==> config.mk <==
export PLATFORM = sky130hd
export DESIGN_NAME = riscboy_ppu_blender
export DESIGN_NICKNAME = d
export VERILOG_FILES = /design/src/rtl/riscboy_ppu_blender_pkg.sv /design/src/rtl/riscboy_ppu_priority_mux.sv /design/src/rtl/riscboy_ppu_blender.sv
export SDC_FILE = /design/constraint.sdc
export NUM_CORES = 1
export LEC_CHECK = 0
export ABC_AREA = 1
export CORE_MARGIN = 8
export CORE_UTILIZATION = 43
export DETAILED_ROUTE_END_ITERATION = 6
export GPL_ROUTABILITY_DRIVEN = 1
export PLACE_DENSITY_LB_ADDON = 0.3
export SLEW_MARGIN = 20
export SYNTH_ARGS = -nofsm -noshare
export SYNTH_HDL_FRONTEND = slang
export SYNTH_HIERARCHICAL = 1
export SYNTH_SLANG_ARGS = --single-unit
==> constraint.sdc <==
create_clock -name clk -period 1.45 [get_ports clk]
set_input_delay 0.2175 -clock clk [delete_from_list [all_inputs] [get_ports clk]]
set_output_delay 0.2175 -clock clk [all_outputs]
set_load 0.05 [all_outputs]
==> src/rtl/riscboy_ppu_blender_pkg.sv <==
// Shared constants for the RISCBoy PPU blender: state encodings and pixel width.
package riscboy_ppu_blender_pkg;

    localparam int W_RGB555 = 15;

    typedef enum logic [1:0] {
        ST_IDLE  = 2'd0,
        ST_RUN   = 2'd1,
        ST_DRAIN = 2'd2
    } blend_state_e;

endpackage

==> src/rtl/riscboy_ppu_priority_mux.sv <==
// Fixed-priority layer select: lowest-index opaque layer wins, else the background colour.
module riscboy_ppu_priority_mux #(
    parameter int N_LAYERS  = 2,
    parameter int W_PIXDATA = 15,
    localparam int W_LAYER  = $clog2(N_LAYERS + 1)
) (
    input  logic [N_LAYERS-1:0]           alpha_i,
    input  logic [N_LAYERS*W_PIXDATA-1:0] pixdata_i,
    input  logic [W_PIXDATA-1:0]          bg_colour_i,
    output logic [W_PIXDATA-1:0]          colour_o,
    output logic [W_LAYER-1:0]            layer_o
);

    // Scan from the lowest priority upwards so the highest-priority opaque layer overwrites last.
    always_comb begin
        colour_o = bg_colour_i;
        layer_o  = W_LAYER'(N_LAYERS);
        for (int k = N_LAYERS - 1; k >= 0; k--) begin
            if (alpha_i[k]) begin
                colour_o = pixdata_i[k*W_PIXDATA +: W_PIXDATA];
                layer_o  = W_LAYER'(k);
            end
        end
    end

endmodule

==> src/rtl/riscboy_ppu_blender.sv <==
// RISCBoy PPU blender: joins layer pixel streams, composites by priority, emits one pixel per x.
// Optional out_layer debug port is enabled by defining RISCBOY_PPU_BLENDER_LAYER_DEBUG_EN.
module riscboy_ppu_blender
    import riscboy_ppu_blender_pkg::*;
#(
    parameter int N_LAYERS       = 2,
    parameter int W_PIXDATA      = W_RGB555,
    parameter int W_SCREEN_COORD = 9,
    localparam int W_LAYER       = $clog2(N_LAYERS + 1)
) (
    input  logic                          clk,
    input  logic                          rst_n,
    input  logic                          start_line,
    input  logic [W_SCREEN_COORD-1:0]     cfg_line_last,
    input  logic [W_PIXDATA-1:0]          cfg_bg_colour,
    input  logic [N_LAYERS-1:0]           in_vld,
    output logic [N_LAYERS-1:0]           in_rdy,
    input  logic [N_LAYERS-1:0]           in_alpha,
    input  logic [N_LAYERS*W_PIXDATA-1:0] in_pixdata,
    output logic                          out_vld,
    input  logic                          out_rdy,
    output logic [W_PIXDATA-1:0]          out_pixdata,
    output logic [W_SCREEN_COORD-1:0]     out_x,
    output logic                          line_done
`ifdef RISCBOY_PPU_BLENDER_LAYER_DEBUG_EN
    ,
    output logic [W_LAYER-1:0]            out_layer
`endif
);

    blend_state_e                state_q, state_d;
    logic [W_SCREEN_COORD-1:0]   x_q, x_d;
    logic                        out_vld_q, out_vld_d;
    logic [W_PIXDATA-1:0]        out_pix_q, out_pix_d;
    logic [W_SCREEN_COORD-1:0]   out_x_q, out_x_d;
    logic                        line_done_q, line_done_d;
    logic [W_PIXDATA-1:0]        comp_colour;
    logic                        take;

`ifdef RISCBOY_PPU_BLENDER_LAYER_DEBUG_EN
    logic [W_LAYER-1:0]          comp_layer;
    logic [W_LAYER-1:0]          out_layer_q, out_layer_d;
`else
    logic [W_LAYER-1:0]          comp_layer_unused;
`endif

    riscboy_ppu_priority_mux #(
        .N_LAYERS  (N_LAYERS),
        .W_PIXDATA (W_PIXDATA)
    ) u_priority_mux (
        .alpha_i     (in_alpha),
        .pixdata_i   (in_pixdata),
        .bg_colour_i (cfg_bg_colour),
        .colour_o    (comp_colour),
`ifdef RISCBOY_PPU_BLENDER_LAYER_DEBUG_EN
        .layer_o     (comp_layer)
`else
        .layer_o     (comp_layer_unused)
`endif
    );

    // All layers pop together, and only when the output register can accept the result.
    assign take   = (state_q == ST_RUN) && (&in_vld) && (!out_vld_q || out_rdy);
    assign in_rdy = {N_LAYERS{take}};

    always_comb begin
        state_d     = state_q;
        x_d         = x_q;
        out_vld_d   = out_vld_q;
        out_pix_d   = out_pix_q;
        out_x_d     = out_x_q;
        line_done_d = 1'b0;
`ifdef RISCBOY_PPU_BLENDER_LAYER_DEBUG_EN
        out_layer_d = out_layer_q;
`endif
        if (start_line) begin
            state_d   = ST_RUN;
            x_d       = '0;
            out_vld_d = 1'b0;
        end else if (take) begin
            out_vld_d = 1'b1;
            out_pix_d = comp_colour;
            out_x_d   = x_q;
`ifdef RISCBOY_PPU_BLENDER_LAYER_DEBUG_EN
            out_layer_d = comp_layer;
`endif
            if (x_q == cfg_line_last) begin
                state_d = ST_DRAIN;
            end else begin
                x_d = x_q + 1'b1;
            end
        end else if (out_vld_q && out_rdy) begin
            out_vld_d = 1'b0;
            // In DRAIN the register can only hold the line's last pixel.
            if (state_q == ST_DRAIN) begin
                state_d     = ST_IDLE;
                line_done_d = 1'b1;
            end
        end
    end

    always_ff @(posedge clk) begin
        if (!rst_n) begin
            state_q     <= ST_IDLE;
            x_q         <= '0;
            out_vld_q   <= 1'b0;
            out_pix_q   <= '0;
            out_x_q     <= '0;
            line_done_q <= 1'b0;
`ifdef RISCBOY_PPU_BLENDER_LAYER_DEBUG_EN
            out_layer_q <= '0;
`endif
        end else begin
            state_q     <= state_d;
            x_q         <= x_d;
            out_vld_q   <= out_vld_d;
            out_pix_q   <= out_pix_d;
            out_x_q     <= out_x_d;
            line_done_q <= line_done_d;
`ifdef RISCBOY_PPU_BLENDER_LAYER_DEBUG_EN
            out_layer_q <= out_layer_d;
`endif
        end
    end

    assign out_vld     = out_vld_q;
    assign out_pixdata = out_pix_q;
    assign out_x       = out_x_q;
    assign line_done   = line_done_q;
`ifdef RISCBOY_PPU_BLENDER_LAYER_DEBUG_EN
    assign out_layer   = out_layer_q;
`endif

endmodule
==> flow_summary.ini <==
[floorplanning]
core_area_sq_um = 4720
die_w_microns = 85.9
chipHeight_microns = 85.9
fp-row-count = 25
ios = 90
dieArea_sq_um = 7380
start_util = 0.445

[min_path]
hold_path_end = state_q[1]
hold_class = reg2reg
holdPathStages = 2
worstHoldStart = state_q[1]

[power_and_ir_drop]
ir_worst_vdd_v = 0.000501
p_per_area_nw_per_um2 = 771
cellLeakagePower_nw = 1.44

[worst_setup_path]
worstPathRequired_ps = 1230
crit_start = out_rdy
crit_type = in2out
worstPathArrival_ps = 1230
ff2ff_path_depth = 9
cp-end-kind = output port
crit_path_max_fanout = 3
timing.rr.start = out_vld
r2r_end = x_q[0]
reg2reg_slack_ps = 90
critPathLaunchType = primary input

[timing]
setup_ws_ps = 0.0350
rsz0062_at_grt = yes
final_max_slew_viol_count = 0
relSlewSlack = 0.831
hold_viol = 0
period_share = 1.00
worst_slew_pin_slew_ps = 253
clock_skew_ps = 7.53
max_freq_mhz = 690
finalSetupViolations = 0
layout_min_cycle_time_ps = 1450

[global_routing]
grt_start_max_net_pins = 25
antenna_found_initial = 0
grt_usage = 0.164
grt_pass1_wl_microns = 9760
overflow = 0
grt_pass1_vias = 2062

[clock_tree]
h-tree-depth = 2
cts_tree = built
clk_pin_slew_ps = 70
clock_tree.root_cell = clkbuf_8
cts_buffers = 5
clkLatencyLatePin_ps = 290
clock_sinks = 37
postCtsHoldBufs = 0
cts_max_path_buffers = 2

[drt]
wire_per_inst_microns = 13.4
drt-vias-per-instance = 4.67
drt-pass1-iter-count = 4
vias = 2085
routed_wirelength_microns = 5980
drc = 0
drtAntennaViolNets = 0
drt-initial-drc-count = 86

[cells_and_area]
final_area_sq_um = 3420
fin_cells = 446
fin_util = 0.724
syn_to_final_growth_pct = 62.8
diodes = 0
drive_above_1_share = 0.251
finalNetCount = 441

[placed_design]
gp_congestion = 0.890
dpl_worst_slack_ps = -185
post-place-cells = 436
port_buffers = 89
dp_hpwl_microns = 4740
placed_area_sq_um = 3250

[yosys]
synth_area_sq_um = 2100
syn_nets = 345
yosysWarningCount = 6
synthCells = 282
synth_area_per_cell_sq_um = 7.45

[job]
maxCapViolCount = 0

[status]
status = finished, final reports clean
==> cells in the final DEF, fill, tap and decap left out, drive strengths merged <==
cell / n
buf: 46
nor3: 1
nand3: 36
nor2: 52
xor2: 6
dfxtp: 37
clkdlybuf4s50: 61
inv: 15
bufinv: 2
o21ai: 25
xnor2: 8
clkbuf: 5
nand2: 65
ha: 1
a21oi: 15
or2: 1
nand4: 1
clkinv: 2
==> metal layers <==
layer | track usage | routed length [microns] | share of wire | vias up
met5 | 0 | 0 | 0 | -
li1 | - | - | - | 1091
met1 | 0.182 | 2480 | 0.42 | 941
met2 | 0.301 | 3180 | 0.53 | 48
met3 | 0.0353 | 259 | 0.043 | 5
met4 | 0.0478 | 55 | 0.0092 | 0
==> stage by stage <==
stage               total power [mW]  hold slack (ps)  setup TNS, ps
finish                          2.64              490              0
global route                    2.74              512           -101
CTS                             2.66              495              0
detailed placement              1.60              484          -5270
global placement                1.60              481          -4160
floorplan                       1.32              348              0
==> state kept, by name, indices dropped and copies added, names as in the netlist <==
register / flops
line_done: 1
out_vld: 1
x_q: 9
out_pixdata: 15
out_x: 9
state_q: 2
==> how the worst max path moves through the flow <==
| stage | slack [ps] | to | cells past startpoint |
|---|---|---|---|
| after floorplan | 10 | out_pixdata[10] | 8 |
| after global placement | -150 | x_q[0] | 9 |
| after detailed placement | -190 | x_q[0] | 9 |
| after CTS | 6 | in_rdy[1] | 5 |
| after global routing | -30 | in_rdy[1] | 6 |
| final | 0.03 | in_rdy[1] | 5 |
==> power breakdown <==
group	switching [mW]	leakage, nW	internal (mW)
sequential	0.0211	0.301	1.04
clock	0.372	0.0681	0.683
combinational	0.234	1.07	0.289
total	0.627	1.44	2.01
==> timing repair <==
action,CTS,global route
pin swaps,1,1
gates cloned,0,0
setup endpoints to repair,2,9
setup buffers,2,0
gates resized for setup,3,7
==> worst max-delay path, cell delays in order <==
cell	delay, ps
clkdlybuf4s50_1	430
or2_4	280
nand4_4	110
inv_6	60
buf_12	140
==> final cells by class <==
cell class / count / area [sq um]
fill: 358 / 1300
timing repair buffer: 107 / 1230
multi-input combinational: 211 / 1150
sequential: 37 / 744
tap: 67 / 83.8
inverter: 16 / 75.1
clock buffer: 5 / 68.8
clock inverter: 3 / 65.1
(Power assumes the default switching activity.)
